--- src/rtl/ex_stage_if.sv ---
// ID/EX operand/control bundle into the execute stage and the EX/MEM
// register bundle it drives toward the MEM stage.
interface ex_stage_if;
    logic        id_valid;
    logic [4:0]  Rs;
    logic [4:0]  Rt;
    logic [31:0] RsData;
    logic [31:0] RtData;
    logic [31:0] Imm32;
    logic        ALUSrc;
    logic [3:0]  ALUFun;
    logic [4:0]  id_WriteReg;
    logic        id_MemRead;
    logic        id_MemWrite;
    logic        id_RegWrite;
    logic        id_LUOp;
    logic [1:0]  id_MemToReg;
    logic [31:0] id_PC_Plus4;
    logic [31:0] id_LUData;

    logic [31:0] ALU_S;
    logic [31:0] MemWriteData;
    logic [31:0] PC_Plus4;
    logic [31:0] LUData;
    logic [4:0]  WriteReg;
    logic        MemRead;
    logic        MemWrite;
    logic        RegWrite;
    logic        LUOp;
    logic [1:0]  MemToReg;

    modport master (
        output id_valid, Rs, Rt, RsData, RtData, Imm32, ALUSrc, ALUFun, id_WriteReg,
               id_MemRead, id_MemWrite, id_RegWrite, id_LUOp, id_MemToReg,
               id_PC_Plus4, id_LUData,
        input  ALU_S, MemWriteData, PC_Plus4, LUData, WriteReg, MemRead, MemWrite,
               RegWrite, LUOp, MemToReg
    );

    modport slave (
        input  id_valid, Rs, Rt, RsData, RtData, Imm32, ALUSrc, ALUFun, id_WriteReg,
               id_MemRead, id_MemWrite, id_RegWrite, id_LUOp, id_MemToReg,
               id_PC_Plus4, id_LUData,
        output ALU_S, MemWriteData, PC_Plus4, LUData, WriteReg, MemRead, MemWrite,
               RegWrite, LUOp, MemToReg
    );
endinterface

--- src/rtl/ex_stage.sv ---
// Execute stage: operand forwarding, single-cycle ALU, iterative multiplier
// that stalls upstream, and the EX/MEM pipeline register.
module ex_stage #(
    parameter int MUL_BITS = 1
) (
    input  logic        clk,
    input  logic        rst,
    input  logic        flush,
    input  logic [37:0] MEM_WB,
    output logic        stall,
    ex_stage_if.slave   bus
);
    localparam int       MUL_ITERS = 32 / MUL_BITS;
    localparam logic [3:0] OP_MUL  = 4'd11;

    typedef enum logic [1:0] {IDLE = 2'd0, BUSY = 2'd1, DONE = 2'd2} state_e;

    state_e      state_q, state_d;
    logic [5:0]  cnt_q, cnt_d;
    logic [31:0] acc_q, acc_d, mcand_q, mcand_d, mplier_q, mplier_d;

    logic [31:0] alu_s_q, alu_s_d, mwd_q, mwd_d, pc4_q, pc4_d, lud_q, lud_d;
    logic [4:0]  wr_q, wr_d;
    logic        mr_q, mr_d, mw_q, mw_d, rw_q, rw_d, lu_q, lu_d;
    logic [1:0]  mtr_q, mtr_d;

    logic        ex_fwd_en_s, stall_s, load_s;
    logic [31:0] ex_val_s, fwd_rs_s, fwd_rt_s, op_a_s, op_b_s, alu_s, pp_sum_s;

    function automatic logic [31:0] fwd_value(
        input logic [4:0]  src,
        input logic [31:0] rf_data,
        input logic        ex_en,
        input logic [4:0]  ex_wr,
        input logic [31:0] ex_val,
        input logic [37:0] wb
    );
        logic [31:0] v;
        if (ex_en && (ex_wr != 5'd0) && (ex_wr == src)) begin
            v = ex_val;
        end else if (wb[37] && (wb[36:32] != 5'd0) && (wb[36:32] == src)) begin
            v = wb[31:0];
        end else begin
            v = rf_data;
        end
        return v;
    endfunction

    // Forwarded operands; a load in EX/MEM has no data yet, so it never forwards
    always_comb begin
        ex_fwd_en_s = rw_q & ~mr_q;
        ex_val_s    = lu_q ? lud_q : ((mtr_q == 2'd2) ? pc4_q : alu_s_q);
        fwd_rs_s    = fwd_value(bus.Rs, bus.RsData, ex_fwd_en_s, wr_q, ex_val_s, MEM_WB);
        fwd_rt_s    = fwd_value(bus.Rt, bus.RtData, ex_fwd_en_s, wr_q, ex_val_s, MEM_WB);
        op_a_s      = fwd_rs_s;
        op_b_s      = bus.ALUSrc ? bus.Imm32 : fwd_rt_s;
    end

    // ALU result; MUL selects the finished product held in the accumulator
    always_comb begin
        alu_s = 32'd0;
        case (bus.ALUFun)
            4'd0:    alu_s = op_a_s + op_b_s;
            4'd1:    alu_s = op_a_s - op_b_s;
            4'd2:    alu_s = op_a_s & op_b_s;
            4'd3:    alu_s = op_a_s | op_b_s;
            4'd4:    alu_s = op_a_s ^ op_b_s;
            4'd5:    alu_s = ~(op_a_s | op_b_s);
            4'd6:    alu_s = op_b_s << op_a_s[4:0];
            4'd7:    alu_s = op_b_s >> op_a_s[4:0];
            4'd8:    alu_s = $unsigned($signed(op_b_s) >>> op_a_s[4:0]);
            4'd9:    alu_s = {31'd0, $signed(op_a_s) < $signed(op_b_s)};
            4'd10:   alu_s = {31'd0, op_a_s < op_b_s};
            4'd11:   alu_s = acc_q;
            default: alu_s = 32'd0;
        endcase
    end

    // One multiplier step: add MUL_BITS shifted partial products
    always_comb begin
        pp_sum_s = acc_q;
        for (int i = 0; i < MUL_BITS; i++) begin
            if (mplier_q[i]) begin
                pp_sum_s = pp_sum_s + (mcand_q << i);
            end else begin
                pp_sum_s = pp_sum_s;
            end
        end
    end

    // Multiplier FSM next state and stall
    always_comb begin
        state_d  = state_q;
        cnt_d    = cnt_q;
        acc_d    = acc_q;
        mcand_d  = mcand_q;
        mplier_d = mplier_q;
        stall_s  = 1'b0;
        case (state_q)
            IDLE: begin
                if (bus.id_valid && (bus.ALUFun == OP_MUL) && !flush) begin
                    stall_s  = 1'b1;
                    acc_d    = 32'd0;
                    mcand_d  = op_a_s;
                    mplier_d = op_b_s;
                    cnt_d    = 6'(MUL_ITERS);
                    state_d  = BUSY;
                end else begin
                    state_d = IDLE;
                end
            end
            BUSY: begin
                if (flush) begin
                    cnt_d   = 6'd0;
                    state_d = IDLE;
                end else begin
                    stall_s  = 1'b1;
                    acc_d    = pp_sum_s;
                    mcand_d  = mcand_q << MUL_BITS;
                    mplier_d = mplier_q >> MUL_BITS;
                    cnt_d    = cnt_q - 6'd1;
                    if (cnt_q == 6'd1) begin
                        state_d = DONE;
                    end else begin
                        state_d = BUSY;
                    end
                end
            end
            DONE: begin
                cnt_d   = 6'd0;
                state_d = IDLE;
            end
            default: begin
                cnt_d   = 6'd0;
                state_d = IDLE;
            end
        endcase
    end

    // EX/MEM next value: the instruction, or an all-zero bubble
    always_comb begin
        load_s   = bus.id_valid & ~flush & ~stall_s;
        alu_s_d  = 32'd0;
        mwd_d    = 32'd0;
        pc4_d    = 32'd0;
        lud_d    = 32'd0;
        wr_d     = 5'd0;
        mr_d     = 1'b0;
        mw_d     = 1'b0;
        rw_d     = 1'b0;
        lu_d     = 1'b0;
        mtr_d    = 2'd0;
        if (load_s) begin
            alu_s_d = alu_s;
            mwd_d   = fwd_rt_s;
            pc4_d   = bus.id_PC_Plus4;
            lud_d   = bus.id_LUData;
            wr_d    = bus.id_WriteReg;
            mr_d    = bus.id_MemRead;
            mw_d    = bus.id_MemWrite;
            rw_d    = bus.id_RegWrite;
            lu_d    = bus.id_LUOp;
            mtr_d   = bus.id_MemToReg;
        end else begin
            rw_d    = 1'b0;
        end
    end

    // State and EX/MEM registers with synchronous reset
    always_ff @(posedge clk) begin
        if (rst) begin
            state_q  <= IDLE;
            cnt_q    <= 6'd0;
            acc_q    <= 32'd0;
            mcand_q  <= 32'd0;
            mplier_q <= 32'd0;
            alu_s_q  <= 32'd0;
            mwd_q    <= 32'd0;
            pc4_q    <= 32'd0;
            lud_q    <= 32'd0;
            wr_q     <= 5'd0;
            mr_q     <= 1'b0;
            mw_q     <= 1'b0;
            rw_q     <= 1'b0;
            lu_q     <= 1'b0;
            mtr_q    <= 2'd0;
        end else begin
            state_q  <= state_d;
            cnt_q    <= cnt_d;
            acc_q    <= acc_d;
            mcand_q  <= mcand_d;
            mplier_q <= mplier_d;
            alu_s_q  <= alu_s_d;
            mwd_q    <= mwd_d;
            pc4_q    <= pc4_d;
            lud_q    <= lud_d;
            wr_q     <= wr_d;
            mr_q     <= mr_d;
            mw_q     <= mw_d;
            rw_q     <= rw_d;
            lu_q     <= lu_d;
            mtr_q    <= mtr_d;
        end
    end

    assign stall            = stall_s & ~rst;
    assign bus.ALU_S        = alu_s_q;
    assign bus.MemWriteData = mwd_q;
    assign bus.PC_Plus4     = pc4_q;
    assign bus.LUData       = lud_q;
    assign bus.WriteReg     = wr_q;
    assign bus.MemRead      = mr_q;
    assign bus.MemWrite     = mw_q;
    assign bus.RegWrite     = rw_q;
    assign bus.LUOp         = lu_q;
    assign bus.MemToReg     = mtr_q;
endmodule
--- src/flat_wrapper.sv ---
// flat-port wrapper written by rule: the top's interface ports become plain ports
module ex_stage_flat 
#(
    parameter int MUL_BITS = 1
)
  (clk, rst, flush, MEM_WB, stall, bus_id_valid, bus_Rs, bus_Rt, bus_RsData, bus_RtData, bus_Imm32, bus_ALUSrc, bus_ALUFun, bus_id_WriteReg, bus_id_MemRead, bus_id_MemWrite, bus_id_RegWrite, bus_id_LUOp, bus_id_MemToReg, bus_id_PC_Plus4, bus_id_LUData, bus_ALU_S, bus_MemWriteData, bus_PC_Plus4, bus_LUData, bus_WriteReg, bus_MemRead, bus_MemWrite, bus_RegWrite, bus_LUOp, bus_MemToReg);
  ex_stage_if bus_i ();
  input  logic clk;
  input  logic rst;
  input  logic flush;
  input  logic [37:0] MEM_WB;
  output logic stall;
  input wire logic [$bits(bus_i.id_valid)-1:0] bus_id_valid;
  input wire logic [$bits(bus_i.Rs)-1:0] bus_Rs;
  input wire logic [$bits(bus_i.Rt)-1:0] bus_Rt;
  input wire logic [$bits(bus_i.RsData)-1:0] bus_RsData;
  input wire logic [$bits(bus_i.RtData)-1:0] bus_RtData;
  input wire logic [$bits(bus_i.Imm32)-1:0] bus_Imm32;
  input wire logic [$bits(bus_i.ALUSrc)-1:0] bus_ALUSrc;
  input wire logic [$bits(bus_i.ALUFun)-1:0] bus_ALUFun;
  input wire logic [$bits(bus_i.id_WriteReg)-1:0] bus_id_WriteReg;
  input wire logic [$bits(bus_i.id_MemRead)-1:0] bus_id_MemRead;
  input wire logic [$bits(bus_i.id_MemWrite)-1:0] bus_id_MemWrite;
  input wire logic [$bits(bus_i.id_RegWrite)-1:0] bus_id_RegWrite;
  input wire logic [$bits(bus_i.id_LUOp)-1:0] bus_id_LUOp;
  input wire logic [$bits(bus_i.id_MemToReg)-1:0] bus_id_MemToReg;
  input wire logic [$bits(bus_i.id_PC_Plus4)-1:0] bus_id_PC_Plus4;
  input wire logic [$bits(bus_i.id_LUData)-1:0] bus_id_LUData;
  output wire logic [$bits(bus_i.ALU_S)-1:0] bus_ALU_S;
  output wire logic [$bits(bus_i.MemWriteData)-1:0] bus_MemWriteData;
  output wire logic [$bits(bus_i.PC_Plus4)-1:0] bus_PC_Plus4;
  output wire logic [$bits(bus_i.LUData)-1:0] bus_LUData;
  output wire logic [$bits(bus_i.WriteReg)-1:0] bus_WriteReg;
  output wire logic [$bits(bus_i.MemRead)-1:0] bus_MemRead;
  output wire logic [$bits(bus_i.MemWrite)-1:0] bus_MemWrite;
  output wire logic [$bits(bus_i.RegWrite)-1:0] bus_RegWrite;
  output wire logic [$bits(bus_i.LUOp)-1:0] bus_LUOp;
  output wire logic [$bits(bus_i.MemToReg)-1:0] bus_MemToReg;
  assign bus_i.id_valid = bus_id_valid;
  assign bus_i.Rs = bus_Rs;
  assign bus_i.Rt = bus_Rt;
  assign bus_i.RsData = bus_RsData;
  assign bus_i.RtData = bus_RtData;
  assign bus_i.Imm32 = bus_Imm32;
  assign bus_i.ALUSrc = bus_ALUSrc;
  assign bus_i.ALUFun = bus_ALUFun;
  assign bus_i.id_WriteReg = bus_id_WriteReg;
  assign bus_i.id_MemRead = bus_id_MemRead;
  assign bus_i.id_MemWrite = bus_id_MemWrite;
  assign bus_i.id_RegWrite = bus_id_RegWrite;
  assign bus_i.id_LUOp = bus_id_LUOp;
  assign bus_i.id_MemToReg = bus_id_MemToReg;
  assign bus_i.id_PC_Plus4 = bus_id_PC_Plus4;
  assign bus_i.id_LUData = bus_id_LUData;
  assign bus_ALU_S = bus_i.ALU_S;
  assign bus_MemWriteData = bus_i.MemWriteData;
  assign bus_PC_Plus4 = bus_i.PC_Plus4;
  assign bus_LUData = bus_i.LUData;
  assign bus_WriteReg = bus_i.WriteReg;
  assign bus_MemRead = bus_i.MemRead;
  assign bus_MemWrite = bus_i.MemWrite;
  assign bus_RegWrite = bus_i.RegWrite;
  assign bus_LUOp = bus_i.LUOp;
  assign bus_MemToReg = bus_i.MemToReg;
  ex_stage #(.MUL_BITS(MUL_BITS)) u_core (.clk(clk), .rst(rst), .flush(flush), .MEM_WB(MEM_WB), .stall(stall), .bus(bus_i));
endmodule
--- config.mk ---
export PLATFORM = sky130hd
export DESIGN_NAME = ex_stage_flat
export DESIGN_NICKNAME = d
export VERILOG_FILES = /design/src/rtl/ex_stage_if.sv /design/src/rtl/ex_stage.sv /design/src/flat_wrapper.sv
export SDC_FILE = /design/constraint.sdc
export NUM_CORES = 1
export LEC_CHECK = 0
export ABC_AREA = 1
export ABC_CLOCK_PERIOD_IN_PS = 8100
export CAP_MARGIN = 20
export CORE_MARGIN = 3
export CORE_UTILIZATION = 25
export CTS_CLUSTER_SIZE = 12
export DETAILED_ROUTE_END_ITERATION = 10
export SLEW_MARGIN = 20
export SYNTH_ARGS = -nofsm -noshare
export SYNTH_HDL_FRONTEND = slang
export SYNTH_SLANG_ARGS = --single-unit
export TNS_END_PERCENT = 100
--- constraint.sdc ---
create_clock -name clk -period 8.1 [get_ports clk]
set_clock_uncertainty 0.2 [all_clocks]
set_input_delay 2.025 -clock clk [delete_from_list [all_inputs] [get_ports clk]]
set_output_delay 2.025 -clock clk [all_outputs]
set_load 0.005 [all_outputs]
Word-level counts from Yosys, hierarchy flattened
Cells that the tools add are included.
{"block": "totals", "ff_bits": 243, "mem_bits_rw": 0, "memories": 0, "rom_bits": 0, "out_inout_bits": 140, "input_bits": 228, "latch_bits": 0}
{"block": "op_classes", "add_sub_neg": 4, "mux": 28, "shifts": 3, "n_eq_ne": 21, "magnitude_cmp": 2, "bitwise": 13, "reduce_logical": 17, "mul": 0, "n_div": 0}
{"op": "two-way mux 32 bit", "count": 14}
{"op": "one-hot mux 32 bit (12 select lines)", "count": 1}
{"op": "one-hot mux 32 bit (2 select lines)", "count": 3}
{"op": "adder 32 bit", "count": 2}
{"op": "less-than comparator 32 bit", "count": 2}
{"op": "AND 32 bit", "count": 1}
{"op": "inverter 32 bit", "count": 1}
{"op": "OR 32 bit", "count": 1}
{"op": "<< shifter 32 x 5 -> 32 bit", "count": 1}
{"op": "right shift 32 x 5 -> 32 bit", "count": 1}
{"op": ">>> shifter 32 x 5 -> 32 bit", "count": 1}
{"op": "subtractor 32 bit", "count": 1}
{"op": "XOR 32 bit", "count": 1}
{"op": "== test 5 bit", "count": 4}
{"op": "== test 4 x 3 -> 1 bit (second input constant)", "count": 4}
{"op": "== test 4 bit (second input constant)", "count": 4}
{"op": "two-way mux 6 bit", "count": 2}
{"op": "one-hot mux 6 bit (2 select lines)", "count": 1}
{"op": "nonzero test 5 bit", "count": 2}
{"op": "== test 4 x 2 -> 1 bit (second input constant)", "count": 2}
{"op": "logical AND 1 bit", "count": 8}
{"op": "== test 6 x 1 -> 1 bit (second input constant)", "count": 1}
{"op": "subtractor 6 x 1 -> 6 bit (second input constant)", "count": 1}
{"op": "inverter 1 bit", "count": 5}
{"op": "17 further kinds", "count": 24}

Depth between registers and ports, before layout
{"block": "logic_depth", "ltp_word": 9, "depth_mapped": 33, "mapped_depth_nobuf": 32}

Worst setup path before layout
OpenSTA, ideal clock, no wires.
{"block": "synth_timing", "path_kind": "input-to-reg", "startpoint": "input port MEM_WB[34]", "endpoint": "register u_core.alu_s_q[24], in the netlist u_core.bus.ALU_S[24]", "arrival_ps": 5344, "required_time_ps": 7772, "slack_ps": 2428, "setup_ps": 128, "path_stages": 28, "path_cell_list": "xor2_1 nor2_1 nand2_4 buf_2 or2_1 o211ai_1 nand2_2 inv_2 buf_2 ha_1 clkbuf_1 inv_1 nor2_1 a21oi_1 o21bai_1 a21boi_0 inv_1 nand2_1 nand2_1 nand2_1 o21ai_0 or2_2 nand3_1 nand2_1 nor2_1 nand2_1 nor2_1 nor2_1"}
{"block": "synth_via", "elab_chain_cells": 9, "word_cells_on_any_way": 21}
{"item": "start: declaration", "line": "flat_wrapper.sv:11", "text": "input logic [37:0] MEM_WB;"}
{"item": "parallel branches: the longest is 8 deep, another holds subtractor 32 bit"}
{"item": "one-hot mux 32 bit (12 select lines) (*)", "line": "ex_stage.sv:62", "text": "case (bus.ALUFun)"}
{"item": "end signal: assignment", "line": "ex_stage.sv:193", "text": "alu_s_q <= alu_s_d;"}
{"item": "end: declaration", "line": "ex_stage.sv:22", "text": "logic [31:0] alu_s_q, alu_s_d, mwd_q, mwd_d, pc4_q, pc4_d, lud_q, lud_d;"}
Every way passes the cells marked *.
A chain may end at the register's enable or synchronous reset.

Worst setup path in the final report
{"block": "layout_timing", "startpoint": "input port MEM_WB[33]", "endpoint": "register u_core.alu_s_q[11], in the netlist u_core.bus.ALU_S[11]"}
Same word-level chain as after synthesis.

==> out/metrics.yaml <==
run_status:
  outcome: "finished, final reports clean"
grt:
  track_usage_pct: 24.3
  antenna_found_initial: 4
  grt_pass1_vias: 25600
  overflow: 0
  grt_pass1_wl_um: 166000
  grt_max_degree: 70
synthesis:
  ys_warn_count: 0
  synth.yosys.seq_area_share_pct: 22.7
  syn-num-nets: 3988
  netlist_instances: 3626
  synth_seq_cells: 243
  yosysUniqueCellTypes: 56
  synthArstFlopShare_pct: 0
  yosysTopAreaCellShare_pct: 22.7
  synthTopCellsByArea: "dfxtp_1 23%, nand2_1 14%, nand3_1 13%"
  synth_flop_cell: "dfxtp_1"
  netlist_area_um2: 21400
  synth_edf_count: 0
  syn_area_per_cell_um2: 5.91
  yosysTopAreaCell: "dfxtp_1"
floorplanning:
  io_pins: 368
  dieArea_um2: 89300
  fp.coreArea_um2: 84400
  start_util_pct: 25.4
  row_count: 106
  fp.dieW_um: 299
  die_h_um: 299
route:
  post_drt_wl_per_cell_um: 22.5
  drt_wl_total_um: 114000
  vias_per_cell: 5.21
  dr.pass1.iters: 6
  routed-via-count: 26400
  drc_errors: 0
  drt_iter0_drc: 2613
  ant_nets: 0
pwr:
  p_int_mw: 2.49
  ir_worst_vdd_mv: 0.160
  switchingPower_mw: 1.42
  p_comb_share_pct: 30.8
  p_per_area_nw_per_um2: 143
  seq_power_share_pct: 31.7
  clockPowerShare_pct: 37.5
  power_leakage_nw: 12.2
  swShare_pct: 36.2
clock_tree:
  post_cts_resized: 0
  path_clk_slew_ns: 0.06
  clockRootBuffer: "clkbuf_16"
  cts_buffer_depth: 3
  cts_tree: "built"
  holdBufCountCts: 0
  numClockSinks: 243
  post-cts-setup-buffers: 0
  h-tree-depth: 1
  cts_buffers: 31
  clk_latency_ns: 0.62
cells_and_area:
  fin_util_pct: 32.3
  syn2layout_area_growth_pct: 27.3
  fill_cells: 9642
  fin_area_um2: 27300
  finalNetCount: 4264
  layout-drive-gt1-share_pct: 4.59
min_path:
  holdPathEnd: "u_core.mplier_q[29]"
  min_from: "u_core.mplier_q[29]"
  hold_path.class: "reg2reg"
  min_path_cells: 2
sta:
  slew_viol_final: 0
  worstMarginPinSlew_ns: 1.17
  hold_violations: 0
  timing.hold.ws_ns: 0.257
  setup_viol_count_final: 0
  rsz0062_at_grt: "false"
  fin_ws_ns: 1.08
  fin_crit_sh_pct: 86.6
  fin_crit_ns: 7.02
  relSlewSlack_pct: 21.3
  setup_tns_ns: 0
  clock.fmax_mhz: 143
worst_setup_path:
  ff2ff_setup_slack_ns: 2.37
  worst_setup_path_end_kind: "flip-flop"
  critPathLaunchType: "input pin"
  required_ns: 8.35
  setup.worst_path.start: "MEM_WB[33]"
  r2r-end: "u_core.bus.ALU_S[11]"
  critPathMaxFanout: 15
  reg2reg_from: "u_core.bus.MemToReg[0]"
  critPathArrivalTime_ns: 7.27
  worstSetupPathType: "in2reg"
  rr_worst_depth: 20
placement:
  placed_area_um2: 26200
  globalplace.congestion: 0.996
  numPortBuffers: 367
  place_ws_ns: 0.735
  place_hpwl_um: 90800
run:
  drv_cap: 0
-- synthesized netlist by cell type (4+ instances only) --
library cell / n
nand2_1: 805
nand3_1: 570
nor2_1: 419
inv_1: 364
o21ai_0: 333
dfxtp_1: 243
a21oi_1: 237
ha_1: 131
clkbuf_1: 117
buf_2: 57
o211ai_1: 51
nand4_1: 24
o21ai_1: 24
xor2_1: 22
a211oi_1: 21
or2_2: 19
nor3_1: 17
a31oi_1: 15
inv_2: 9
buf_1: 8
buf_4: 8
nand3b_1: 8
nor4_1: 8
o21a_1: 8
xnor2_1: 8
a21o_1: 7
a221oi_1: 7
buf_6: 7
o2111ai_1: 7
o21bai_1: 7
o22ai_1: 7
a21boi_0: 5
o221ai_1: 5
nor2_2: 4
-- metrics by stage --
step           total power, mW  std cells
2_1_floorplan             1.94       3626
3_3_place_gp              2.45       5003
3_5_place_dp              2.44       5003
4_1_cts                   3.92       5059
5_1_grt                   4.08       5059
6_report                  3.91       5061
-- placed cells by master, fill, tap and decap left out, types with 6 or more instances in the layout --
cell,Yosys,layout
nand3_1,570,570
a211oi_1,21,21
nor2_2,4,6
a31oi_1,15,15
nor4_1,8,8
inv_1,364,364
or2_2,19,19
o2111ai_1,7,7
o22ai_1,7,7
nor2_1,419,415
nor3_1,17,17
o211ai_1,51,51
a221oi_1,7,7
clkbuf_8,0,8
nand3b_1,8,8
inv_2,9,9
o21bai_1,7,7
clkbuf_16,0,31
o21ai_1,24,24
a21oi_1,237,237
ha_1,131,131
xnor2_1,8,8
clkinv_2,0,6
a21o_1,7,7
clkdlybuf4s50_1,0,367
xor2_1,22,22
o21a_1,8,8
o21ai_0,333,332
buf_4,8,73
nand2_1,805,804
nand4_1,24,24
dfxtp_1,243,243
-- worst max-delay path by stage --
stage / to / slack, ns
6_report: u_core.bus.ALU_S[11] / 1.08
4_1_cts: stall / 1.27
2_1_floorplan: u_core.bus.ALU_S[24] / 2.43
3_5_place_dp: u_core.bus.ALU_S[15] / 0.73
5_1_grt: u_core.bus.ALU_S[19] / 0.88
3_3_place_gp: u_core.bus.ALU_S[14] / 0.63
-- sequential cells by signal (all words and copies together), names as in the netlist, 2 cells and up --
| signal | count |
|---|---|
| u_core.acc_q | 32 |
| u_core.bus.ALU_S | 32 |
| u_core.bus.LUData | 32 |
| u_core.bus.MemToReg | 2 |
| u_core.bus.MemWriteData | 32 |
| u_core.bus.PC_Plus4 | 32 |
| u_core.bus.WriteReg | 5 |
| u_core.cnt_q | 6 |
| u_core.mcand_q | 32 |
| u_core.mplier_q | 32 |
| u_core.state_q | 2 |
-- worst max-delay path, cell delays in order --
cell and delay (ns):
clkdlybuf4s50_1 0.59, inv_1 0.07, nand2_1 0.06, nand4_1 0.13, nor2_2 0.52, buf_4 0.34, nand3_1 0.09, nand3_1 0.12
nand3_1 0.12, nand2_1 0.28, inv_1 0.11, ha_1 0.51, nand2_1 0.17, nor2_1 0.13, inv_1 0.07, nor4_1 0.53
a21oi_1 0.21, or2_2 0.31, nand3_1 0.08, o2111ai_1 0.10, a31oi_1 0.51, a21oi_1 0.18
-- per-layer routing --
metal / track usage, % / part of all wire, %
met1: 30.3 / 41
met2: 41.4 / 47
met3: 4.63 / 8.2
met4: 9.49 / 4.3
met5: 0 / 0.036
-- cells by family after synthesis --
family / count (synthesis) / share of synthesized area (%)
AND/OR/NAND/NOR: 1896 / 37.9
AO/OA/AOI/OAI: 751 / 19.5
buffers and inverters: 572 / 10.7
flip-flops: 243 / 22.7
adder cells (fa/ha/maj): 134 / 7.93
XOR/XNOR: 30 / 1.23
-- power groups by stage --
stage | Sequential, mW | Combinational, mW | Clock [mW]
3_5_place_dp | 1.27 | 1.17 | 0
4_1_cts | 1.24 | 1.18 | 1.50
3_3_place_gp | 1.27 | 1.18 | 0
6_report | 1.24 | 1.21 | 1.47
5_1_grt | 1.24 | 1.30 | 1.54
2_1_floorplan | 1.26 | 0.682 | 0
-- cell type report --
type / instances / area (um2) / share of cell area (%)
Antenna cell: 2 / 5.00 / 0.0183
Clock buffer: 44 / 905 / 3.32
Clock inverter: 12 / 146 / 0.537
Inverter: 375 / 1410 / 5.16
Multi-Input combinational cell: 2811 / 14300 / 52.5
Sequential cell: 243 / 4860 / 17.8
Tap cell: 1134 / 1420 / 5.20
Timing Repair Buffer: 440 / 4220 / 15.5
(Power assumes the default switching activity.)
